[src/rtl/trigger_seq_pkg.sv]
// Shared definitions for the trigger sequencer: state encoding, register map
// defaults, control/status bit positions and a byte-lane read helper.
package trigger_seq_pkg;

  typedef enum logic [2:0] {
    S_IDLE    = 3'd0,
    S_ARMED   = 3'd1,
    S_FIRE    = 3'd2,
    S_HOLDOFF = 3'd3,
    S_DONE    = 3'd4,
    S_TOUT    = 3'd5
  } seq_state_e;

  localparam logic [7:0] ADDR_CTRL_DEF    = 8'h30;
  localparam logic [7:0] ADDR_SKIP_DEF    = 8'h31;
  localparam logic [7:0] ADDR_REPEAT_DEF  = 8'h32;
  localparam logic [7:0] ADDR_HOLDOFF_DEF = 8'h33;
  localparam logic [7:0] ADDR_TIMEOUT_DEF = 8'h34;
  localparam logic [7:0] ADDR_STATUS_DEF  = 8'h35;

  localparam int CTRL_ARM_BIT   = 0;
  localparam int CTRL_ABORT_BIT = 1;

  localparam int STAT_DONE_BIT    = 3;
  localparam int STAT_TIMEOUT_BIT = 4;
  localparam int STAT_OVERRUN_BIT = 5;

  localparam logic [15:0] REPEAT_RST = 16'd1;

  // Little-endian byte select; lanes past the padded value read as zero.
  function automatic logic [7:0] sel_byte(input logic [31:0] val, input logic [15:0] idx);
    sel_byte = 8'h00;
    for (int b = 0; b < 4; b++) begin
      if (idx == 16'(b)) sel_byte = val[b*8 +: 8];
    end
  endfunction

endpackage

[src/rtl/seq_down_counter.sv]
// Loadable down-counter that holds at zero instead of wrapping.
module seq_down_counter #(
  parameter int WIDTH = 16
) (
  input  logic             i_clk,
  input  logic             i_rst,
  input  logic             i_load,
  input  logic [WIDTH-1:0] i_load_val,
  input  logic             i_en,
  output logic [WIDTH-1:0] o_count,
  output logic             o_zero
);

  logic [WIDTH-1:0] r_count;

  always_ff @(posedge i_clk or posedge i_rst) begin
    if (i_rst) begin
      r_count <= '0;
    end else if (i_load) begin
      r_count <= i_load_val;
    end else if (i_en && (r_count != '0)) begin
      r_count <= r_count - 1'b1;
    end
  end

  assign o_count = r_count;
  assign o_zero  = (r_count == '0);

endmodule

[src/rtl/trigger_sequencer.sv]
// Register-bus controlled trigger sequencer: skip-gated edges, repeated fires
// separated by a holdoff window, optional arm timeout.
module trigger_sequencer
  import trigger_seq_pkg::*;
#(
  parameter logic [7:0] ADDR_CTRL    = ADDR_CTRL_DEF,
  parameter logic [7:0] ADDR_SKIP    = ADDR_SKIP_DEF,
  parameter logic [7:0] ADDR_REPEAT  = ADDR_REPEAT_DEF,
  parameter logic [7:0] ADDR_HOLDOFF = ADDR_HOLDOFF_DEF,
  parameter logic [7:0] ADDR_TIMEOUT = ADDR_TIMEOUT_DEF,
  parameter logic [7:0] ADDR_STATUS  = ADDR_STATUS_DEF
) (
  input  logic        clkin,
  input  logic        reset,
  input  logic [7:0]  reg_cmd,
  input  logic [15:0] reg_bytecount,
  input  logic [7:0]  reg_data_in,
  input  logic        reg_read,
  input  logic        reg_write,
  output logic [7:0]  data_read,
  input  logic        trigger_in,
  output logic        trigger_out,
  output logic        armed,
  output logic [5:0]  status_led
);

  seq_state_e  r_state, w_state_nxt;
  logic [15:0] r_skip, r_repeat, r_fire_count;
  logic [31:0] r_holdoff, r_timeout;
  logic        r_done, r_timeout_flag, r_overrun, r_trig_q;
  logic [7:0]  r_data_read;

  logic        w_cfg_open, w_wr_ctrl, w_abort, w_arm, w_edge;
  logic        w_skip_load, w_skip_en, w_skip_zero;
  logic        w_rep_load, w_rep_en, w_rep_zero, w_rep_last;
  logic        w_hold_load, w_hold_en, w_hold_zero, w_hold_last;
  logic        w_tmo_load, w_tmo_en, w_tmo_zero, w_tmo_last;
  logic [15:0] w_skip_cnt, w_rep_cnt, w_rep_load_val;
  logic [31:0] w_hold_cnt, w_tmo_cnt;
  logic        w_fire, w_set_done, w_set_tout, w_set_ovr;
  logic [7:0]  w_status0;
  logic        w_unused_skip;

  assign w_cfg_open = (r_state == S_IDLE) || (r_state == S_DONE) || (r_state == S_TOUT);
  assign w_wr_ctrl  = reg_write && (reg_cmd == ADDR_CTRL) && (reg_bytecount == 16'd0);
  assign w_abort    = w_wr_ctrl && reg_data_in[CTRL_ABORT_BIT];
  assign w_arm      = w_wr_ctrl && reg_data_in[CTRL_ARM_BIT] && !w_abort && w_cfg_open;
  assign w_edge     = trigger_in && !r_trig_q;

  assign w_rep_load_val = (r_repeat == 16'd0) ? 16'd1 : r_repeat;
  assign w_rep_last     = w_rep_zero  || (w_rep_cnt  == 16'd1);
  assign w_hold_last    = w_hold_zero || (w_hold_cnt == 32'd1);
  assign w_tmo_last     = w_tmo_zero  || (w_tmo_cnt  == 32'd1);
  assign w_unused_skip  = ^w_skip_cnt;

  seq_down_counter #(.WIDTH(16)) u_skip_cnt (
    .i_clk(clkin), .i_rst(reset), .i_load(w_skip_load), .i_load_val(r_skip),
    .i_en(w_skip_en), .o_count(w_skip_cnt), .o_zero(w_skip_zero)
  );

  seq_down_counter #(.WIDTH(16)) u_rep_cnt (
    .i_clk(clkin), .i_rst(reset), .i_load(w_rep_load), .i_load_val(w_rep_load_val),
    .i_en(w_rep_en), .o_count(w_rep_cnt), .o_zero(w_rep_zero)
  );

  seq_down_counter #(.WIDTH(32)) u_hold_cnt (
    .i_clk(clkin), .i_rst(reset), .i_load(w_hold_load), .i_load_val(r_holdoff),
    .i_en(w_hold_en), .o_count(w_hold_cnt), .o_zero(w_hold_zero)
  );

  seq_down_counter #(.WIDTH(32)) u_tmo_cnt (
    .i_clk(clkin), .i_rst(reset), .i_load(w_tmo_load), .i_load_val(r_timeout),
    .i_en(w_tmo_en), .o_count(w_tmo_cnt), .o_zero(w_tmo_zero)
  );

  // Configuration is frozen while a sequence is in flight.
  always_ff @(posedge clkin or posedge reset) begin
    if (reset) begin
      r_skip    <= '0;
      r_repeat  <= REPEAT_RST;
      r_holdoff <= '0;
      r_timeout <= '0;
    end else if (reg_write && w_cfg_open) begin
      for (int b = 0; b < 2; b++) begin
        if (reg_bytecount == 16'(b)) begin
          if (reg_cmd == ADDR_SKIP)   r_skip[b*8 +: 8]   <= reg_data_in;
          if (reg_cmd == ADDR_REPEAT) r_repeat[b*8 +: 8] <= reg_data_in;
        end
      end
      for (int b = 0; b < 4; b++) begin
        if (reg_bytecount == 16'(b)) begin
          if (reg_cmd == ADDR_HOLDOFF) r_holdoff[b*8 +: 8] <= reg_data_in;
          if (reg_cmd == ADDR_TIMEOUT) r_timeout[b*8 +: 8] <= reg_data_in;
        end
      end
    end
  end

  always_ff @(posedge clkin or posedge reset) begin
    if (reset) begin
      r_state  <= S_IDLE;
      r_trig_q <= 1'b0;
    end else begin
      r_state  <= w_state_nxt;
      r_trig_q <= trigger_in;
    end
  end

  always_comb begin
    w_state_nxt = r_state;
    w_skip_load = 1'b0;
    w_skip_en   = 1'b0;
    w_rep_load  = 1'b0;
    w_rep_en    = 1'b0;
    w_hold_load = 1'b0;
    w_hold_en   = 1'b0;
    w_tmo_load  = 1'b0;
    w_tmo_en    = 1'b0;
    w_fire      = 1'b0;
    w_set_done  = 1'b0;
    w_set_tout  = 1'b0;
    w_set_ovr   = 1'b0;
    if (w_abort) begin
      w_state_nxt = S_IDLE;
    end else begin
      case (r_state)
        S_IDLE, S_DONE, S_TOUT: begin
          if (w_arm) begin
            w_state_nxt = S_ARMED;
            w_skip_load = 1'b1;
            w_rep_load  = 1'b1;
            w_tmo_load  = 1'b1;
          end
        end
        S_ARMED: begin
          w_tmo_en = (r_timeout != 32'd0);
          // An edge landing on the expiry cycle still wins over the timeout.
          if (w_edge) begin
            if (w_skip_zero) w_state_nxt = S_FIRE;
            else             w_skip_en   = 1'b1;
          end else if (w_tmo_en && w_tmo_last) begin
            w_state_nxt = S_TOUT;
            w_set_tout  = 1'b1;
          end
        end
        S_FIRE: begin
          w_fire   = 1'b1;
          w_rep_en = 1'b1;
          if (w_rep_last) begin
            w_state_nxt = S_DONE;
            w_set_done  = 1'b1;
          end else if (r_holdoff != 32'd0) begin
            w_state_nxt = S_HOLDOFF;
            w_hold_load = 1'b1;
          end else begin
            w_state_nxt = S_ARMED;
          end
        end
        S_HOLDOFF: begin
          w_hold_en = 1'b1;
          w_set_ovr = w_edge;
          if (w_hold_last) w_state_nxt = S_ARMED;
        end
        default: w_state_nxt = S_IDLE;
      endcase
    end
  end

  always_ff @(posedge clkin or posedge reset) begin
    if (reset) begin
      r_done         <= 1'b0;
      r_timeout_flag <= 1'b0;
      r_overrun      <= 1'b0;
      r_fire_count   <= '0;
    end else if (w_arm) begin
      r_done         <= 1'b0;
      r_timeout_flag <= 1'b0;
      r_overrun      <= 1'b0;
      r_fire_count   <= '0;
    end else begin
      if (w_set_done) r_done         <= 1'b1;
      if (w_set_tout) r_timeout_flag <= 1'b1;
      if (w_set_ovr)  r_overrun      <= 1'b1;
      if (w_fire && (r_fire_count != 16'hFFFF)) r_fire_count <= r_fire_count + 16'd1;
    end
  end

  always_comb begin
    w_status0                   = 8'h00;
    w_status0[2:0]              = r_state;
    w_status0[STAT_DONE_BIT]    = r_done;
    w_status0[STAT_TIMEOUT_BIT] = r_timeout_flag;
    w_status0[STAT_OVERRUN_BIT] = r_overrun;
  end

  always_ff @(posedge clkin or posedge reset) begin
    if (reset) begin
      r_data_read <= 8'h00;
    end else if (reg_read) begin
      case (reg_cmd)
        ADDR_SKIP:    r_data_read <= sel_byte({16'h0000, r_skip}, reg_bytecount);
        ADDR_REPEAT:  r_data_read <= sel_byte({16'h0000, r_repeat}, reg_bytecount);
        ADDR_HOLDOFF: r_data_read <= sel_byte(r_holdoff, reg_bytecount);
        ADDR_TIMEOUT: r_data_read <= sel_byte(r_timeout, reg_bytecount);
        ADDR_STATUS:  r_data_read <= sel_byte({8'h00, r_fire_count, w_status0}, reg_bytecount);
        default:      r_data_read <= 8'h00;
      endcase
    end else begin
      r_data_read <= 8'h00;
    end
  end

  assign data_read   = r_data_read;
  assign trigger_out = w_fire;
  assign armed       = (r_state == S_ARMED) || (r_state == S_HOLDOFF);
  assign status_led  = w_status0[5:0];

endmodule

[config.mk]
export PLATFORM = sky130hd
export DESIGN_NAME = trigger_sequencer
export DESIGN_NICKNAME = d
export VERILOG_FILES = /design/src/rtl/trigger_seq_pkg.sv /design/src/rtl/seq_down_counter.sv /design/src/rtl/trigger_sequencer.sv
export SDC_FILE = /design/constraint.sdc
export NUM_CORES = 1
export LEC_CHECK = 0
export CORE_ASPECT_RATIO = 1.1
export CORE_MARGIN = 2
export CORE_UTILIZATION = 35
export CTS_CLUSTER_DIAMETER = 80
export DETAILED_ROUTE_END_ITERATION = 8
export GPL_TIMING_DRIVEN = 0
export PLACE_DENSITY = 0.63
export SYNTH_ARGS = -nofsm -noshare
export SYNTH_HDL_FRONTEND = slang
export SYNTH_SLANG_ARGS = --single-unit
[constraint.sdc]
create_clock -name clkin -period 20.6 [get_ports clkin]
set_input_delay 6.18 -clock clkin [delete_from_list [all_inputs] [get_ports clkin]]
set_output_delay 6.18 -clock clkin [all_outputs]
set_load 0.05 [all_outputs]
Word-level counts from Yosys, hierarchy flattened
Index checks and enable logic that the tools add are counted.
{ "word_totals": {"inputBits": 37, "regBits": 223, "wordCells": 181, "output_inout_bits": 16} }
{ "classes": {"addsub": 5, "eq_ne": 22, "n_reduce_logical": 57, "n_mux": 74} }
{ "ops": {"columns": ["operator", "n"], "rows": [
  ["2-to-1 mux 8 bit", 20],
  ["2-to-1 mux 32 bit", 4],
  ["nonzero test 32 bit", 4],
  ["2-to-1 mux 16 bit", 7],
  ["== test 32 x 1 -> 1 bit, second input constant", 2],
  ["logical NOT 16 bit", 4],
  ["logical NOT 32 bit", 2],
  ["subtractor 32 x 1 -> 32 bit, second input constant", 2],
  ["== test 8 x 6 -> 1 bit, second input constant", 6],
  ["case mux 8 bit (5 select lines)", 1],
  ["AND reduction 3 bit", 12],
  ["== test 16 x 1 -> 1 bit, second input constant", 2],
  ["== test 16 x 2 -> 1 bit, second input constant", 2],
  ["2-to-1 mux 1 bit", 32],
  ["nonzero test 16 bit", 2],
  ["subtractor 16 x 1 -> 16 bit, second input constant", 2],
  ["2-to-1 mux 3 bit", 7],
  ["adder 16 x 1 -> 16 bit, second input constant", 1],
  ["inequality test 16 bit, second input constant", 1],
  ["nonzero test 2 bit", 8],
  ["logical AND 1 bit", 14],
  ["case mux 3 bit (4 select lines)", 1],
  ["== test 3 x 2 -> 1 bit, second input constant", 2],
  ["== test 3 bit, second input constant", 2],
  ["11 further kinds", 18]
]} }

Longest topological paths before layout
Gate-level depths: netlist of the first run.
{ "depth": {"ltp_word": 11, "mapped_depth": 10, "ltp_nobuf": 8} }

Modules after synthesis
A second synthesis of the first run with hierarchy kept.
{ "hier_totals": {"hier_cells": 1299, "hier_area_um2": 13312.8} }
{ "modules_own_cells": {"columns": ["module", "area_per_inst_um2", "instances", "seq_area_each_um2", "cells_per_inst"], "rows": [
  ["trigger_sequencer", 6896.6, 1, 3179.3, 603],
  ["seq_down_counter at u_hold_cnt ...", 2173.3, 2, 800.8, 226],
  ["seq_down_counter at u_rep_cnt ...", 1034.7, 2, 400.4, 122]
]} }

Worst setup path after synthesis of the first run
Ideal clock, no wire load.
{ "synth_timing": {"path_kind": "input port to output port", "from": "input reg_bytecount[0]", "to": "output trigger_out", "required_ps": 14420, "path_buffers": 2, "slack_ps": 6919, "arrival_time_ps": 7501, "cell_stages": 6, "cell_sequence": "buf_2 -> nor4_1 -> nand4_1 -> buf_2 -> o211ai_2 -> inv_1"} }
{ "synth_via": {"elab_chain_cells": 4} }
{ "synth_rtl": {"columns": ["element", "line", "source"], "rows": [
  ["start: declaration", "trigger_sequencer.sv:16", "input logic [15:0] reg_bytecount,"],
  ["logical NOT 16 bit", "trigger_sequencer.sv:45", "assign w_wr_ctrl = reg_write && (reg_cmd == ADDR_CTRL) && (reg_bytecount == 16'd0);"],
  ["logical AND 1 bit", "trigger_sequencer.sv:45", null],
  ["logical AND 1 bit", "trigger_sequencer.sv:46", "assign w_abort = w_wr_ctrl && reg_data_in[CTRL_ABORT_BIT];"],
  ["2-to-1 mux 1 bit", "trigger_sequencer.sv:123", "if (w_abort) begin"],
  ["end: declaration", "trigger_sequencer.sv:22", "output logic trigger_out,"]
]} }
No other way between the ends.

Final worst setup path of the first run
{ "layout_timing": {"from": "input reg_cmd[4]", "to": "output trigger_out"} }
{ "layout_via": {"elab_chain_cells": 5} }
{ "layout_rtl": {"columns": ["element", "line", "source"], "rows": [
  ["start: declaration", "trigger_sequencer.sv:15", "input logic [7:0] reg_cmd,"],
  ["== test 8 x 6 -> 1 bit", "trigger_sequencer.sv:45", null],
  ["logical AND 1 bit (2 in series)", "trigger_sequencer.sv:45", null],
  ["logical AND 1 bit", "trigger_sequencer.sv:46", null],
  ["2-to-1 mux 1 bit", "trigger_sequencer.sv:123", null]
]} }
No other way between the ends.

==> flow_summary.ini, run 1 <==
[yosys]
synth_simple_gate_area_share_pct = 21.2
synth_compound_area_share_pct = 13.2
synth_ff_type = dfrtp_1
synth_area_leaders = dfrtp_1 (46%), mux2_2 (10%), nand2_1 (3.5%), nor2_1 (3.5%), nor4_1 (2.7%)
synth_edf_count = 0
muxShareOfSynthArea_pct = 11.9
ys_seq_elements = 223
synthAdderAreaFrac_pct = 1.14
syn_avg_cell_area_um2 = 9.78
async_flop_share_pct = 100
synth_cell_types = 76
syn-cell-area_um2 = 12100
yosysMostFrequentCell = dfrtp_1
synth_top_area_cell = dfrtp_1
syn_nets = 1285
syn_inst = 1237
ys_seq_area_share_pct = 46.1
synth_warnings = 0
synth_xor_area_share_pct = 3.48
synth_top_area_share_pct = 45.9
synth_commonest_cells = dfrtp_1 (222), nand2_1 (114), nor2_1 (114), mux2_2 (111), a21oi_1 (66)
synth_top_family_by_area = simple AND/OR/NAND/NOR gates

[sta]
min_period_over_period_pct = 75.5
fmax_mhz = 64.3
rsz0062_at_grt = no
hold_violations = 0
worst_pin_slew_ps = 1020
worst_hold_slack_ps = 520
maxSlewViolCount = 0
period_minus_slack_ps = 15560
finalSetupViolations = 0
maxSlewHeadroom_pct = 31.1
finalSetupTns_ps = 0
setup_slack_ps = 5040
finClkSkew_ps = 35.3

[worst_hold_path]
hold_path.class = flip-flop to flip-flop
min_from = u_rep_cnt.o_count[7]

[finish]
fin_nets = 1364
drive_gt1_share_pct = 14.9
stdcell_area_um2 = 14000
finalNonFillerCells = 1773
diodes = 0
area_growth_syn_to_layout_pct = 15.7

[grt]
grt_pass1_vias = 10210
grt_pass1_wl_um = 60000
grt_max_degree = 131
grt_antenna_before_repair = 1
grt_overflow = 0
grt_use_total_pct = 21.3

[power]
internal-power_w = 0.000761
p_clk_share_pct = 42.0
p_leak_nw = 6.21
vdd_drop_max_mv = 0.0855
power.density_nw_per_um2 = 75.6
switchingPower_w = 0.000297
swShare_pct = 28.1
pwr-share-seq_pct = 45.0
comb_power_share_pct = 13.0

[worst_setup_path]
path_cells = clkdlybuf4s50_1 > nor4bb_1 > clkbuf_1 > nand4_1 > o211ai_2 > inv_1 > clkdlybuf4s50_1
crit_top_cell = clkdlybuf4s50_1
critPathTopFamily = buffers and inverters
crit_arrival_ps = 9380
reg2reg_slack_ps = 17240
r2r-start = r_state[0]
slowest_delay_ps = 760
critPathMaxFanout = 9
worst_ep_required_time_ps = 14420
slowest_stage = clkdlybuf4s50_1
crit_type = input port to primary output
crit_buf_inv = 4
cp-end-kind = primary output
cp-start-kind = input port
cp-startpoint = reg_cmd[4]

[clocking]
htree_num_levels = 1
cts_resized = 0
cts_tree = built
cts_setup_buffers = 0
root_buffer = clkbuf_16
cts_made_buffers = 25
hold_buffers = 0
clk_path_buf_depth = 3
clock-sinks = 223
path_clk_slew_ps = 60
clk_latency_ps = 550

[run_status]
status = completed

[floorplan]
pin_count = 53
start_util_pct = 35.5
coreArea_um2 = 34100
die_y_um = 199
die-width_um = 181
fp.dieArea_um2 = 36100
core.rowCount = 71

[job]
drv_cap = 0

[placement]
dp_cells = 1727
portBuffers = 51
placed_cell_area_um2 = 13200
gp_congestion = 0.928
dp.final_hpwl_um = 28200
pre_cts_ws_ps = 5110

[route]
drtPass1Iterations = 5
drtIter0Drc = 799
routed_wl_um = 38600
postRouteAntennaNets = 0
via_per_inst = 5.94
post-route-drc-count = 0
num_vias = 10525
routedWlPerCell_um = 21.8
-- through the flow --
stage	power [W]	utilization, %
detailed placement	0.000617	38.7
global route	0.00110	41.0
finish	0.00106	41.0
global placement	0.000613	38.6
floorplan	0.000568	-
CTS	0.00106	41.0
-- sequential cells by signal, summed over array words and instances (netlist names), 8 cells and up --
name,count
r_repeat,16
r_skip,16
u_skip_cnt.o_count,16
r_holdoff,32
data_read,8
r_fire_count,16
r_timeout,32
u_rep_cnt.o_count,16
u_tmo_cnt.o_count,32
u_hold_cnt.o_count,32
-- kinds of logic (layout without fill, tap and decap cells) --
logic type | count (synthesis) | after routing
AO/OA/AOI/OAI | 248 | 248
multiplexers | 124 | 124
flip-flops | 223 | 223
adder cells (fa/ha/maj) | 11 | 11
XOR/XNOR | 48 | 48
buffers and inverters | 82 | 180
AND/OR/NAND/NOR | 501 | 501
-- worst paths after layout --
check	endpoint	cells after the start
setup / recovery	trigger_out	7
hold / removal	u_rep_cnt.o_count[7]	2
setup reg to reg	u_skip_cnt.o_count[8]	8
hold reg to reg	u_rep_cnt.o_count[7]	2
max in group asynchronous	u_tmo_cnt.o_count[0]	3
min in group asynchronous	u_hold_cnt.o_count[6]	2
-- worst min-delay path: cells and delay by family, from the launching register on --
kind	cells	cell delay [ps]
flip-flops	1	340
AND/OR/NAND/NOR	2	140
-- cell type report --
class                           count  area [um^2]
Buffer                             63          275
Fill cell                        3382        20100
Timing Repair Buffer               52          538
Multi-Input combinational cell    932         6170
Inverter                           19         78.8
Sequential cell                   223         5580
Clock inverter                     12          123
Clock buffer                       34          679
Tap cell                          438          548
-- power by group through the flow --
stage	combinational (W)	sequential [W]	clock (W)
3_3_place_gp	0.000132	0.000482	0
3_5_place_dp	0.000135	0.000482	0
6_report	0.000138	0.000475	0.000445
4_1_cts	0.000136	0.000474	0.000451
5_1_grt	0.000150	0.000477	0.000470
2_1_floorplan	0.0000845	0.000483	0
-- routing by layer --
layer | wire (um) | share of wire [%] | track usage, % | up-vias
li1 | - | - | - | 4748
met1 | 15800 | 41 | 27.3 | 5189
met2 | 18300 | 47 | 35.6 | 463
met3 | 2840 | 7.3 | 3.48 | 125
met4 | 1710 | 4.4 | 9.45 | 0
met5 | 0 | 0 | 0 | -
-- cells in the final DEF (no fill, tap or decap), drive strengths merged, types with 4 or more instances in the layout --
cell,instances
o211ai,19
nand2,115
nand4,23
nor3b,6
o21ai,65
buf,24
clkdlybuf4s50,51
a21o,10
o311ai,11
and3,10
or2,4
xor2,21
nor3,44
clkinv,6
ha,11
mux2,111
xnor2,27
a22oi,13
clkbuf,74
mux2i,8
a21oi,66
nand2b,7
or4,11
a32oi,5
nor2,121
nor4,55
mux4,5
a221o,11
a31oi,7
nand3,51
and2,7
o22ai,12
nand4b,8
or3,22
nor2b,5
dfrtp,222
inv,21
Note: power is estimated with default switching activity, not from simulation.
==> run 2: changes to the inputs <==
Clock period 20.6 ns to 16.25 ns, I/O delays scaled along.
==> results of run 2 <==
Same layout as run 1 (identical final DEF). Status: completed.
Among the figures that moved: setup slack after placement 5110 ps -> 3370 ps; setup slack after layout 5040 ps -> 3300 ps; register-to-register setup slack 17240 ps -> 12890 ps; total power 0.00106 W -> 0.00134 W; worst IR drop on VDD 0.0855 mV -> 0.108 mV
